[config.mk]
export PLATFORM = sky130hd
export DESIGN_NAME = pipeline_control_unit
export DESIGN_NICKNAME = d
export VERILOG_FILES = /design/src/rtl/pipeline_ctrl_pkg.sv /design/src/rtl/sat_counter.sv /design/src/rtl/pipeline_control_unit.sv
export SDC_FILE = /design/constraint.sdc
export NUM_CORES = 1
export LEC_CHECK = 0
export CORE_ASPECT_RATIO = 0.75
export CORE_MARGIN = 3
export CORE_UTILIZATION = 35
export CTS_CLUSTER_DIAMETER = 120
export CTS_CLUSTER_SIZE = 24
export DETAILED_ROUTE_END_ITERATION = 8
export GPL_TIMING_DRIVEN = 0
export MAX_ROUTING_LAYER = met4
export PLACE_DENSITY = 0.58
export REMOVE_ABC_BUFFERS = 1
export SYNTH_ARGS = -nofsm -noshare
export SYNTH_HDL_FRONTEND = slang
export SYNTH_SLANG_ARGS = --single-unit
export TNS_END_PERCENT = 1
[constraint.sdc]
create_clock -name clk -period 2.5 [get_ports clk]
set_input_delay 0.25 -clock clk [delete_from_list [all_inputs] [get_ports clk]]
set_output_delay 0.25 -clock clk [all_outputs]
set_load 0.03 [all_outputs]
[src/rtl/pipeline_ctrl_pkg.sv]
// Shared types and constants for the 5-stage pipeline controller.
package pipeline_ctrl_pkg;

   typedef enum logic [2:0] {
      StRun,
      StFlush,
      StMemWait,
      StDrain,
      StHalted
   } ctrl_state_t;

   localparam logic [3:0] HALT_OPCODE = 4'b1111;

   localparam int unsigned FLUSH_CNT_W = 3;
   localparam int unsigned WAIT_CNT_W  = 8;
   localparam int unsigned DRAIN_CNT_W = 8;

   typedef struct packed {
      logic pc_en;
      logic if_id_en;
      logic id_ex_en;
      logic ex_mem_en;
      logic mem_wb_en;
      logic if_id_flush;
      logic id_ex_flush;
   } ctrl_out_t;

   localparam ctrl_out_t CTRL_GO     = '{1'b1, 1'b1, 1'b1, 1'b1, 1'b1, 1'b0, 1'b0};
   localparam ctrl_out_t CTRL_FREEZE = '{1'b0, 1'b0, 1'b0, 1'b0, 1'b0, 1'b0, 1'b0};
   localparam ctrl_out_t CTRL_BUBBLE = '{1'b0, 1'b0, 1'b1, 1'b1, 1'b1, 1'b0, 1'b1};
   localparam ctrl_out_t CTRL_FLUSH  = '{1'b1, 1'b1, 1'b1, 1'b1, 1'b1, 1'b1, 1'b1};
   localparam ctrl_out_t CTRL_HALT   = '{1'b0, 1'b0, 1'b0, 1'b1, 1'b1, 1'b0, 1'b0};
   localparam ctrl_out_t CTRL_RESET  = '{1'b0, 1'b0, 1'b0, 1'b0, 1'b0, 1'b1, 1'b1};

endpackage

[src/rtl/sat_counter.sv]
// Saturating up-counter with synchronous active-high reset.
module sat_counter #(
   parameter int unsigned W = 16
) (
   input  logic         clk,
   input  logic         rst,
   input  logic         inc,
   output logic [W-1:0] count
);

   always_ff @(posedge clk) begin
      if (rst) begin
         count <= '0;
      end else if (inc && (count != {W{1'b1}})) begin
         count <= count + 1'b1;
      end
   end

endmodule

[src/rtl/pipeline_control_unit.sv]
// Pipeline controller: per-stage enables/flushes, branch flush, memory-wait freeze with
// timeout, halt drain and saturating stall/flush statistics.
module pipeline_control_unit
   import pipeline_ctrl_pkg::*;
#(
   parameter int unsigned FLUSH_CYCLES = 2,
   parameter int unsigned MEM_TIMEOUT  = 15,
   parameter int unsigned DRAIN_CYCLES = 3,
   parameter int unsigned CNT_W        = 16
) (
   input  logic             clk,
   input  logic             rst,
   input  logic             load_use_hazard,
   input  logic             branch_taken,
   input  logic             mem_access,
   input  logic             mem_ready,
   input  logic [3:0]       opcode_decode,
   output logic             pc_en,
   output logic             if_id_en,
   output logic             id_ex_en,
   output logic             ex_mem_en,
   output logic             mem_wb_en,
   output logic             if_id_flush,
   output logic             id_ex_flush,
   output logic             halted,
   output logic             mem_timeout,
   output logic [CNT_W-1:0] stall_count,
   output logic [CNT_W-1:0] flush_count
);

   localparam logic [FLUSH_CNT_W-1:0] FLUSH_RELOAD = FLUSH_CNT_W'(FLUSH_CYCLES - 1);
   localparam logic [WAIT_CNT_W-1:0]  WAIT_LIMIT   = WAIT_CNT_W'(MEM_TIMEOUT);
   localparam logic [DRAIN_CNT_W-1:0] DRAIN_LAST   = DRAIN_CNT_W'(DRAIN_CYCLES - 1);

   ctrl_state_t            state_q, state_d, ret_q, ret_d, eff_state;
   logic [FLUSH_CNT_W-1:0] flush_rem_q, flush_rem_d;
   logic [WAIT_CNT_W-1:0]  wait_cnt_q, wait_cnt_d;
   logic [DRAIN_CNT_W-1:0] drain_cnt_q, drain_cnt_d;
   logic                   timeout_q, timeout_d;
   logic                   released, mem_wait_req, stall_inc, flush_inc;
   ctrl_out_t              ctrl, ctrl_out;

   always_comb begin
      state_d     = state_q;
      ret_d       = ret_q;
      flush_rem_d = flush_rem_q;
      wait_cnt_d  = wait_cnt_q;
      drain_cnt_d = drain_cnt_q;
      timeout_d   = timeout_q;
      stall_inc   = 1'b0;
      flush_inc   = 1'b0;
      released    = 1'b0;
      eff_state   = state_q;
      ctrl        = CTRL_FREEZE;

      // A released wait behaves as its return state in the same cycle.
      if (state_q == StMemWait) begin
         if (mem_ready || (wait_cnt_q >= WAIT_LIMIT)) begin
            released  = 1'b1;
            eff_state = ret_q;
            state_d   = ret_q;
            if (!mem_ready) begin
               timeout_d = 1'b1;
            end
         end else begin
            stall_inc  = 1'b1;
            wait_cnt_d = wait_cnt_q + 1'b1;
         end
      end

      mem_wait_req = mem_access && !mem_ready && !released;

      if (mem_wait_req && (eff_state != StMemWait) && (eff_state != StHalted)) begin
         ctrl       = CTRL_FREEZE;
         stall_inc  = 1'b1;
         ret_d      = eff_state;
         state_d    = StMemWait;
         wait_cnt_d = WAIT_CNT_W'(1);
      end else begin
         unique case (eff_state)
            StRun: begin
               if (branch_taken) begin
                  ctrl      = CTRL_FLUSH;
                  flush_inc = 1'b1;
                  if (FLUSH_CYCLES > 1) begin
                     state_d     = StFlush;
                     flush_rem_d = FLUSH_RELOAD;
                  end else begin
                     state_d = StRun;
                  end
               end else if (load_use_hazard) begin
                  ctrl      = CTRL_BUBBLE;
                  stall_inc = 1'b1;
               end else if (opcode_decode == HALT_OPCODE) begin
                  ctrl        = CTRL_BUBBLE;
                  state_d     = StDrain;
                  drain_cnt_d = '0;
               end else begin
                  ctrl = CTRL_GO;
               end
            end
            StFlush: begin
               ctrl = CTRL_FLUSH;
               if (flush_rem_q <= FLUSH_CNT_W'(1)) begin
                  state_d     = StRun;
                  flush_rem_d = '0;
               end else begin
                  flush_rem_d = flush_rem_q - 1'b1;
               end
            end
            StDrain: begin
               ctrl = CTRL_BUBBLE;
               if (drain_cnt_q >= DRAIN_LAST) begin
                  state_d = StHalted;
               end else begin
                  drain_cnt_d = drain_cnt_q + 1'b1;
               end
            end
            StHalted:  ctrl = CTRL_HALT;
            StMemWait: ctrl = CTRL_FREEZE;
            default:   state_d = StRun;
         endcase
      end
   end

   always_ff @(posedge clk) begin
      if (rst) begin
         state_q     <= StRun;
         ret_q       <= StRun;
         flush_rem_q <= '0;
         wait_cnt_q  <= '0;
         drain_cnt_q <= '0;
         timeout_q   <= 1'b0;
      end else begin
         state_q     <= state_d;
         ret_q       <= ret_d;
         flush_rem_q <= flush_rem_d;
         wait_cnt_q  <= wait_cnt_d;
         drain_cnt_q <= drain_cnt_d;
         timeout_q   <= timeout_d;
      end
   end

   assign ctrl_out    = rst ? CTRL_RESET : ctrl;
   assign pc_en       = ctrl_out.pc_en;
   assign if_id_en    = ctrl_out.if_id_en;
   assign id_ex_en    = ctrl_out.id_ex_en;
   assign ex_mem_en   = ctrl_out.ex_mem_en;
   assign mem_wb_en   = ctrl_out.mem_wb_en;
   assign if_id_flush = ctrl_out.if_id_flush;
   assign id_ex_flush = ctrl_out.id_ex_flush;
   assign halted      = (state_q == StHalted);
   assign mem_timeout = timeout_q;

   sat_counter #(
      .W(CNT_W)
   ) u_stall_cnt (
      .clk  (clk),
      .rst  (rst),
      .inc  (stall_inc),
      .count(stall_count)
   );

   sat_counter #(
      .W(CNT_W)
   ) u_flush_cnt (
      .clk  (clk),
      .rst  (rst),
      .inc  (flush_inc),
      .count(flush_count)
   );

endmodule

Word level (Yosys, flattened, before mapping). Cells that the tools add are included.

Bits in registers: 58. Input bits: 10.

Bitwise operators: 3. Add/subtract/negate cells: 5. Magnitude comparators: 3. Reduce and logical (&&, ||, !) cells: 20. Mux-type cells: 37. Equality and inequality tests: 17.

Operators with widths (count): 2-to-1 mux 7 bit (5); adder 16 x 1 -> 16 bit, second input constant (2); 2-to-1 mux 8 bit (4); != test 16 bit, second input constant (2); one-hot mux 7 bit (4 select lines) (1); 2-to-1 mux 3 bit (9); adder 8 x 1 -> 8 bit, second input constant (2); one-hot mux 8 bit (2 select lines) (1); 2-to-1 mux 1 bit (14); one-hot mux 3 bit (4 select lines) (1); != test 2 bit, second input constant (5); equality test 3 x 2 -> 1 bit, second input constant (3); >= comparator 8 x 2 -> 1 bit, second input constant (1); >= comparator 8 x 4 -> 1 bit, second input constant (1); equality test 3 bit, second input constant (2); logical AND 1 bit (6); one-hot mux 3 bit (2 select lines) (1); AND reduction 3 bit (2); AND reduction 6 bit (1); nonzero test 2 bit (3); equality test 4 bit, second input constant (1); AND reduction 2 bit (2); OR reduction 2 bit (2); equality test 3 x 1 -> 1 bit, second input constant (1); other kinds (10) (13).

Logic depth before layout (Yosys ltp). Gate-level depths: netlist (run 1).

Word-level depth: 10. Mapped depth: 9. Depth with buffers taken out: 8.

Hierarchy. A second synthesis (run 1) with hierarchy kept.

Cell total of the unflattened synthesis: 367. Area, all modules: 3160.5 um^2.

By module, submodules not included: sat_counter (sequential area each 320.3 um^2, instances 2, cells an instance 99, area each 848.3 um^2); pipeline_control_unit (sequential area each 520.5 um^2, instances 1, cells an instance 169, area each 1463.9 um^2).

Least setup slack after synthesis (run 1). OpenSTA, ideal clock, no wires.

Path kind: flip-flop to output port. Start: reg wait_cnt_q[7]. End: out pc_en. Data arrival time: 3.882 ns. Setup slack: -1.632 ns. Stages on the path, launching flop included: 8. Data required time: 2.250 ns. Buffers on the path: 1. Path through: dfxtp_1 or4_4 o311a_1 o21ai_0 a31oi_1 or2_1 a2111oi_0 buf_4.

Word-level cells in the longest chain between the ends: 10.

Ends and longest elaborated chain: from (decl) (RTL line pipeline_control_unit.sv:37) `logic [WAIT_CNT_W-1:0] wait_cnt_q, wait_cnt_d;`; from (signal assigned) (RTL line pipeline_control_unit.sv:138) `wait_cnt_q <= wait_cnt_d;`; >= comparator 8 x 4 -> 1 bit (*) (RTL line pipeline_control_unit.sv:58) `if (mem_ready || (wait_cnt_q >= WAIT_LIMIT)) begin`; logical OR 1 bit (*) (RTL line pipeline_control_unit.sv:58); parallel branches: the longest is 6 deep, another holds one-hot mux 7 bit (4 select lines); 2-to-1 mux 7 bit (*) (RTL line pipeline_control_unit.sv:73) `if (mem_wait_req && (eff_state != StMemWait) && (eff_state != StHalted)) begin`; 2-to-1 mux 7 bit (*) (RTL line pipeline_control_unit.sv:144) `assign ctrl_out = rst ? CTRL_RESET : ctrl;`; to (decl) (RTL line pipeline_control_unit.sv:18) `output logic pc_en,`.

Every way passes the cells marked *.

Worst setup path after layout (run 1).
Start: reg wait_cnt_q[7]. End: out if_id_en.

Word-level cells in the longest chain between the ends: 10.

Ends and longest elaborated chain: >= comparator 8 x 4 -> 1 bit (*) (RTL line pipeline_control_unit.sv:58); logical OR 1 bit (*) (RTL line pipeline_control_unit.sv:58); parallel branches: the longest is 6 deep, another holds one-hot mux 7 bit (4 select lines); 2-to-1 mux 7 bit (*) (RTL line pipeline_control_unit.sv:73); 2-to-1 mux 7 bit (*) (RTL line pipeline_control_unit.sv:144); to (decl) (RTL line pipeline_control_unit.sv:19) `output logic if_id_en,`.

Marks and branches as above.

==> results.sh, run 1 <==
export IMPL_cts_buffers=9
export IMPL_finClkSkew_ns=0.00387
export IMPL_drt_total_wl_um=8110
export IMPL_violations="setup timing"
export IMPL_start_util_pct=36.7
export IMPL_root_buffer="clkbuf_16"
export IMPL_firstDrtPassIters=4
export IMPL_ctsHoldBuffers=0
export IMPL_grt_util_all_layers_pct=17.5
export IMPL_antenna_found_initial=0
export IMPL_fmax_mhz=346
export IMPL_pwr_density_cell_nw_per_um2=569
export IMPL_post_place_ws_ns=-1.80
export IMPL_cts_tree="yes"
export IMPL_io_pins=51
export IMPL_routed_via_density=5.52
export IMPL_rrSetupSlack_ns=-0.20
export IMPL_hold_slack_ns=0.333
export IMPL_leakagePower_nw=1.43
export IMPL_hold_class="input pin to flop"
export IMPL_r2r_cells=6
export IMPL_synth_async_reset_ratio_pct=0
export IMPL_vias=3008
export IMPL_placed_area_um2=3730
export IMPL_synth_flop_cell="dfxtp_1"
export IMPL_clkTransAtPathRegs_ns=0.05
export IMPL_clockPowerShare_pct=46.7
export IMPL_grt_max_degree=40
export IMPL_reg2reg_to="u_stall_cnt.count[7]$_SDFFE_PP0P_"
export IMPL_rows=29
export IMPL_area_delta_synth_final_pct=33.7
export IMPL_fin_crit_ns=2.89
export IMPL_grt_pass1_wl_um=13800
export IMPL_tightest_slew_ns=0.764
export IMPL_clockBufferDepth=2
export IMPL_period_share_pct=115
export IMPL_netlist_area_um2=3150
export IMPL_power_mw=2.40
export IMPL_grt_pass1_vias=2809
export IMPL_finalMaxSlewViolations=0
export IMPL_nets=453
export IMPL_combPwrFrac_pct=12.8
export IMPL_max_vdd_ir_drop_mv=0.332
export IMPL_gp_congestion=0.801
export IMPL_synth_compound_area_share_pct=18.2
export IMPL_synth_top_family_by_area="simple AND/OR/NAND/NOR gates"
export IMPL_cp_max_fo=5
export IMPL_die_y_um=88.2
export IMPL_ys_warn_count=0
export IMPL_crit_end="if_id_en"
export IMPL_crit_required_ns=2.25
export IMPL_htreeDepth=3
export IMPL_synth_area_mux_share_pct=4.84
export IMPL_die_width_um=116
export IMPL_setup_viol=25
export IMPL_power_switching_uw=608
export IMPL_overflow=0
export IMPL_worst_slack_ns=-0.387
export IMPL_cp_start_kind="flop"
export IMPL_status="finished, violations left"
export IMPL_ys_seq_elements=58
export IMPL_dieArea_um2=10200
export IMPL_cap_violations=0
export IMPL_netSwitchingFraction_pct=25.4
export IMPL_antenna_cells=0
export IMPL_synth_distinct_cells=55
export IMPL_rsz0062_at_grt="true"
export IMPL_crit_start="wait_cnt_q[7]$_SDFFE_PP0P_"
export IMPL_avgSynthCellArea_um2=8.25
export IMPL_yosysSeqAreaShare_pct=36.8
export IMPL_timing_hold_violations_final=0
export IMPL_endpoint_kind="primary output"
export IMPL_design_area_um2=4210
export IMPL_synth_cells=382
export IMPL_synth_edf_count=0
export IMPL_dpl_hpwl_um=5570
export IMPL_seqPwrFrac_pct=40.5
export IMPL_drive_above_1_share_pct=16.7
export IMPL_instances_no_fill=545
export IMPL_synthAdderAreaFrac_pct=2.78
export IMPL_relSlewSlack_pct=48.6
export IMPL_wl_per_cell_um=14.9
export IMPL_first_iter_violations=161
export IMPL_synthSimpleGateAreaFrac_pct=30.4
export IMPL_worstSkewPairLatency_ns=0.33
export IMPL_r2r_start="wait_cnt_q[6]$_SDFFE_PP0P_"
export IMPL_core_um2=8600
export IMPL_dp_cells=525
export IMPL_arrival_ns=2.64
export IMPL_synth_xor_area_share_pct=2.22
export IMPL_ant_nets=0
export IMPL_crit_type="flop to primary output"
export IMPL_power_internal_mw=1.79
export IMPL_cts_sinks=58
export IMPL_io_buffers=50
export IMPL_drcViolationCount=0
[cell usage after synthesis (all sizes together), types with 4 or more instances]
library cell | instances | area, um^2
dfxtp | 58 | 1160
nor2 | 47 | 176
nand2 | 31 | 116
a21oi | 25 | 125
inv | 18 | 67.6
nand3 | 16 | 80.1
o21ai | 15 | 75.1
clkbuf | 14 | 52.6
nor4 | 14 | 103
or3 | 13 | 81.3
nand4 | 11 | 68.8
nor2b | 11 | 68.8
or4 | 11 | 90.1
mux2 | 10 | 113
nor3 | 8 | 40.0
ha | 7 | 87.6
o21a | 6 | 45.0
o31ai | 5 | 37.5
and3 | 4 | 25.0
mux2i | 4 | 40.0
xnor2 | 4 | 35.0
xor2 | 4 | 35.0
[layout make-up]
class | instances | area (um^2)
fill | 823 | 4390
multi-input combinational | 289 | 2010
sequential | 58 | 1160
timing repair buffer | 60 | 569
clock buffer | 12 | 267
tap | 108 | 135
inverter | 18 | 67.6
[what timing repair did]
| item | in CTS | in global routing |
|---|---|---|
| gates resized for setup | 68 | 17 |
| buffers inserted | 8 | 0 |
| endpoints found under the setup margin | 57 | 40 |
| pin swaps | 18 | 6 |
[through the flow]
| step | setup TNS [ns] | util, % |
|---|---|---|
| 2_1_floorplan | -10.16 | - |
| 3_3_place_gp | -48.96 | 43.1 |
| 3_5_place_dp | -37.76 | 43.4 |
| 4_1_cts | -4.11 | 48.7 |
| 5_1_grt | -7.35 | 49.0 |
| 6_report | -3.88 | 49.0 |
[sequential cells by signal (all words and copies together), names as in the netlist]
name,count
ret_q,3
u_flush_cnt.count,16
drain_cnt_q,8
state_q,3
flush_rem_q,3
wait_cnt_q,8
mem_timeout,1
u_stall_cnt.count,16
[how the worst min path moves through the flow]
| stage | startpoint | depth (start not counted) | endpoint |
|---|---|---|---|
| 2_1_floorplan | rst | 1 | drain_cnt_q[0]$_SDFFE_PP0P_ |
| 6_report | rst | 2 | u_flush_cnt.count[0]$_SDFFE_PP0P_ |
| 3_5_place_dp | drain_cnt_q[7]$_SDFFE_PP0P_ | 1 | drain_cnt_q[7]$_SDFFE_PP0P_ |
| 4_1_cts | rst | 2 | u_flush_cnt.count[0]$_SDFFE_PP0P_ |
| 5_1_grt | rst | 2 | u_flush_cnt.count[6]$_SDFFE_PP0P_ |
| 3_3_place_gp | flush_rem_q[1]$_SDFFE_PP0P_ | 2 | flush_rem_q[1]$_SDFFE_PP0P_ |
[power by group through the flow]
stage | logic (mW) | clock network [mW] | registers (mW)
2_1_floorplan | 0.150 | 0 | 0.995
3_3_place_gp | 0.271 | 0 | 0.985
3_5_place_dp | 0.277 | 0 | 0.987
4_1_cts | 0.306 | 1.16 | 0.969
5_1_grt | 0.336 | 1.20 | 0.973
6_report | 0.307 | 1.12 | 0.971
[cell families after synthesis]
| family | after synthesis |
|---|---|
| AOI/OAI and AO/OA | 79 |
| xor gates and xnor gates | 8 |
| adders and majority gates | 7 |
| buffers and inverters | 35 |
| DFF | 58 |
| muxes | 14 |
| and+or+nand+nor | 181 |
[placed cells by master, fill, tap and decap left out, types with 7 or more instances in the layout]
cell type        instances
inv_1                   18
nor3_1                   7
nor4_1                  10
nand3_1                 15
or3_1                   13
nand2_1                 31
buf_4                   14
a21oi_1                 22
or4_1                    9
mux2_2                   9
clkdlybuf4s50_1         41
nor2_1                  45
nand4_1                 11
clkbuf_16                9
o21ai_0                 11
dfxtp_1                 56
nor2b_1                 11
[critical path, stage by stage, from the launching register on]
cell,delay [ns]
dfxtp_1,0.34
nor4_4,0.52
a311oi_4,0.21
buf_4,0.19
nor2_2,0.13
a31oi_2,0.14
or2_4,0.31
a2111oi_4,0.24
buf_4,0.23
[layer usage]
| layer | track usage, % | vias to the layer above | wire, um |
|---|---|---|---|
| met5 | - | - | 0 |
| met4 | 4.05 | 0 | 63 |
| met3 | 5.87 | 9 | 421 |
| met2 | 24.8 | 66 | 3470 |
| met1 | 24.0 | 1419 | 4160 |
| li1 | - | 1514 | - |
Note: power is estimated with default switching activity, not from simulation.
==> run 2, diff against run 1 <==
--- a/config.mk
+++ b/config.mk
@@ -15,6 +15,7 @@
 export MAX_ROUTING_LAYER = met4
 export PLACE_DENSITY = 0.58
 export REMOVE_ABC_BUFFERS = 1
+export SETUP_SLACK_MARGIN = 0.5
 export SYNTH_ARGS = -nofsm -noshare
 export SYNTH_HDL_FRONTEND = slang
 export SYNTH_SLANG_ARGS = --single-unit
==> results.sh, run 2 (synthesis results as in run 1) <==
export IMPL_critPathBufInv=1
export IMPL_violations="setup timing"
export IMPL_grt_pass1_wl_um=13800
export IMPL_htreeDepth=3
export IMPL_start_util_pct=36.7
export IMPL_top_regs="u_flush_cnt.count (16), u_stall_cnt.count (16)"
export IMPL_fin_crit_ns=2.89
export IMPL_io_pins=51
export IMPL_io_buffers=50
export IMPL_timing_hold_violations_final=0
export IMPL_rows=29
export IMPL_finClkSkew_ns=0.00426
export IMPL_ant_nets=0
export IMPL_ctsHoldBuffers=0
export IMPL_pwr_density_cell_nw_per_um2=565
export IMPL_cpMaxStageDelayCell="or4_4"
export IMPL_finalMaxSlewViolations=0
export IMPL_die_width_um=116
export IMPL_dp_cells=525
export IMPL_most_common_layout_cells="dfxtp_1 (53), nor2_1 (45), clkdlybuf4s50_1 (40), nand2_1 (31), a21oi_1 (22)"
export IMPL_crit_family="simple AND/OR/NAND/NOR gates"
export IMPL_seqPwrFrac_pct=40.6
export IMPL_arrival_ns=2.64
export IMPL_power_internal_mw=1.79
export IMPL_first_iter_violations=133
export IMPL_combPwrFrac_pct=12.8
export IMPL_worstPathCellList="or4_4 -> o311a_4 -> o21ai_2 -> a31oi_2 -> or2_4 -> a2111oi_4 -> buf_4"
export IMPL_clockPowerShare_pct=46.6
export IMPL_cts_buffers=9
export IMPL_nets=453
export IMPL_power_mw=2.40
export IMPL_cts_tree="yes"
export IMPL_routed_via_density=5.52
export IMPL_cts_sinks=58
export IMPL_cap_violations=0
export IMPL_cp_max_fo=4
export IMPL_netSwitchingFraction_pct=25.3
export IMPL_antenna_found_initial=0
export IMPL_grt_util_all_layers_pct=17.5
export IMPL_leakagePower_nw=1.43
export IMPL_rrSetupSlack_ns=-0.20
export IMPL_relSlewSlack_pct=61.4
export IMPL_area_delta_synth_final_pct=34.5
export IMPL_root_buffer="clkbuf_16"
export IMPL_overflow=0
export IMPL_max_vdd_ir_drop_mv=0.332
export IMPL_fmax_mhz=346
export IMPL_seqCellArea_um2=1170
export IMPL_die_y_um=88.2
export IMPL_status="finished, violations left"
export IMPL_crit_required_ns=2.25
export IMPL_drive_above_1_share_pct=17.6
export IMPL_drt_total_wl_um=8070
export IMPL_tightest_slew_ns=0.579
export IMPL_wl_per_cell_um=14.8
export IMPL_clkTransAtPathRegs_ns=0.05
export IMPL_worst_slack_ns=-0.388
export IMPL_slowest_delay_ns=0.58
export IMPL_endpoint_kind="primary output"
export IMPL_crit_type="flop to primary output"
export IMPL_core_um2=8600
export IMPL_nFillCells=818
export IMPL_power_switching_uw=606
export IMPL_firstDrtPassIters=4
export IMPL_hold_class="input pin to flop"
export IMPL_period_share_pct=116
export IMPL_grt_max_degree=40
export IMPL_dpl_hpwl_um=5570
export IMPL_gp_congestion=0.801
export IMPL_drcViolationCount=0
export IMPL_setup_tns_final_ns=-3.96
export IMPL_instances_no_fill=545
export IMPL_setup_viol=27
export IMPL_multiInputGateArea_um2=2040
export IMPL_post_place_ws_ns=-1.80
export IMPL_grt_pass1_vias=2811
export IMPL_antenna_cells=0
export IMPL_vias=3011
export IMPL_dieArea_um2=10200
export IMPL_worstSkewPairLatency_ns=0.32
export IMPL_clockBufferDepth=2
export IMPL_rsz0062_at_grt="true"
export IMPL_cp_start_kind="flop"
export IMPL_layout_commonest_cell="dfxtp_1"
run 2: cell count changes in the layout (fill, tap and decap cells not counted), sizes merged:
cell,before,now
clkdlybuf4s50,41,40
dlygate4sd2,0,1
run 2: final timing paths:
| path | from | end | cells after the start |
|---|---|---|---|
| max reg2reg | wait_cnt_q[6]$_SDFFE_PP0P_ | u_stall_cnt.count[5]$_SDFFE_PP0P_ | 6 |
| min | rst | u_flush_cnt.count[0]$_SDFFE_PP0P_ | 2 |
| min reg2reg | wait_cnt_q[7]$_SDFFE_PP0P_ | wait_cnt_q[7]$_SDFFE_PP0P_ | 2 |
| max | wait_cnt_q[6]$_SDFFE_PP0P_ | if_id_en | 7 |
run 2: power by group through the flow:
stage                     Combinational (mW)  Sequential [mW]  Clock (mW)
final                                  0.308            0.971        1.12
after global routing                   0.337            0.973        1.20
after CTS                              0.306            0.969        1.16
after detailed placement               0.277            0.987           0
after global placement                 0.271            0.985           0
after floorplan                        0.150            0.995           0
run 2: layout make-up:
cell class	count	area share, %
clock buffer	12	6.29
inverter	18	1.59
multi-input combinational	289	48.0
sequential	58	27.5
tap	108	3.19
timing repair buffer	60	13.4
run 2: what timing repair did:
item / CTS / global route
endpoints found under the setup margin: 65 / 64
gates resized for setup: 70 / 23
pin swaps: 23 / 8
endpoints found under the hold margin: 0 / 0
setup buffers: 8 / 0
run 2: through the flow:
stage / hold WS, ns / area [um^2] / utilization (%)
floorplan: 0.319 / 3070 / -
global placement: 0.442 / 3710 / 43.1
detailed placement: 0.452 / 3730 / 43.4
CTS: 0.316 / 4180 / 48.7
global route: 0.341 / 4240 / 49.3
finish: 0.334 / 4240 / 49.3
run 2: metal layers:
| metal | wire [um] | global-route usage (%) |
|---|---|---|
| met3 | 311 | 5.87 |
| met5 | 0 | - |
| met2 | 3500 | 24.8 |
| met1 | 4220 | 24.0 |
| met4 | 43 | 4.05 |
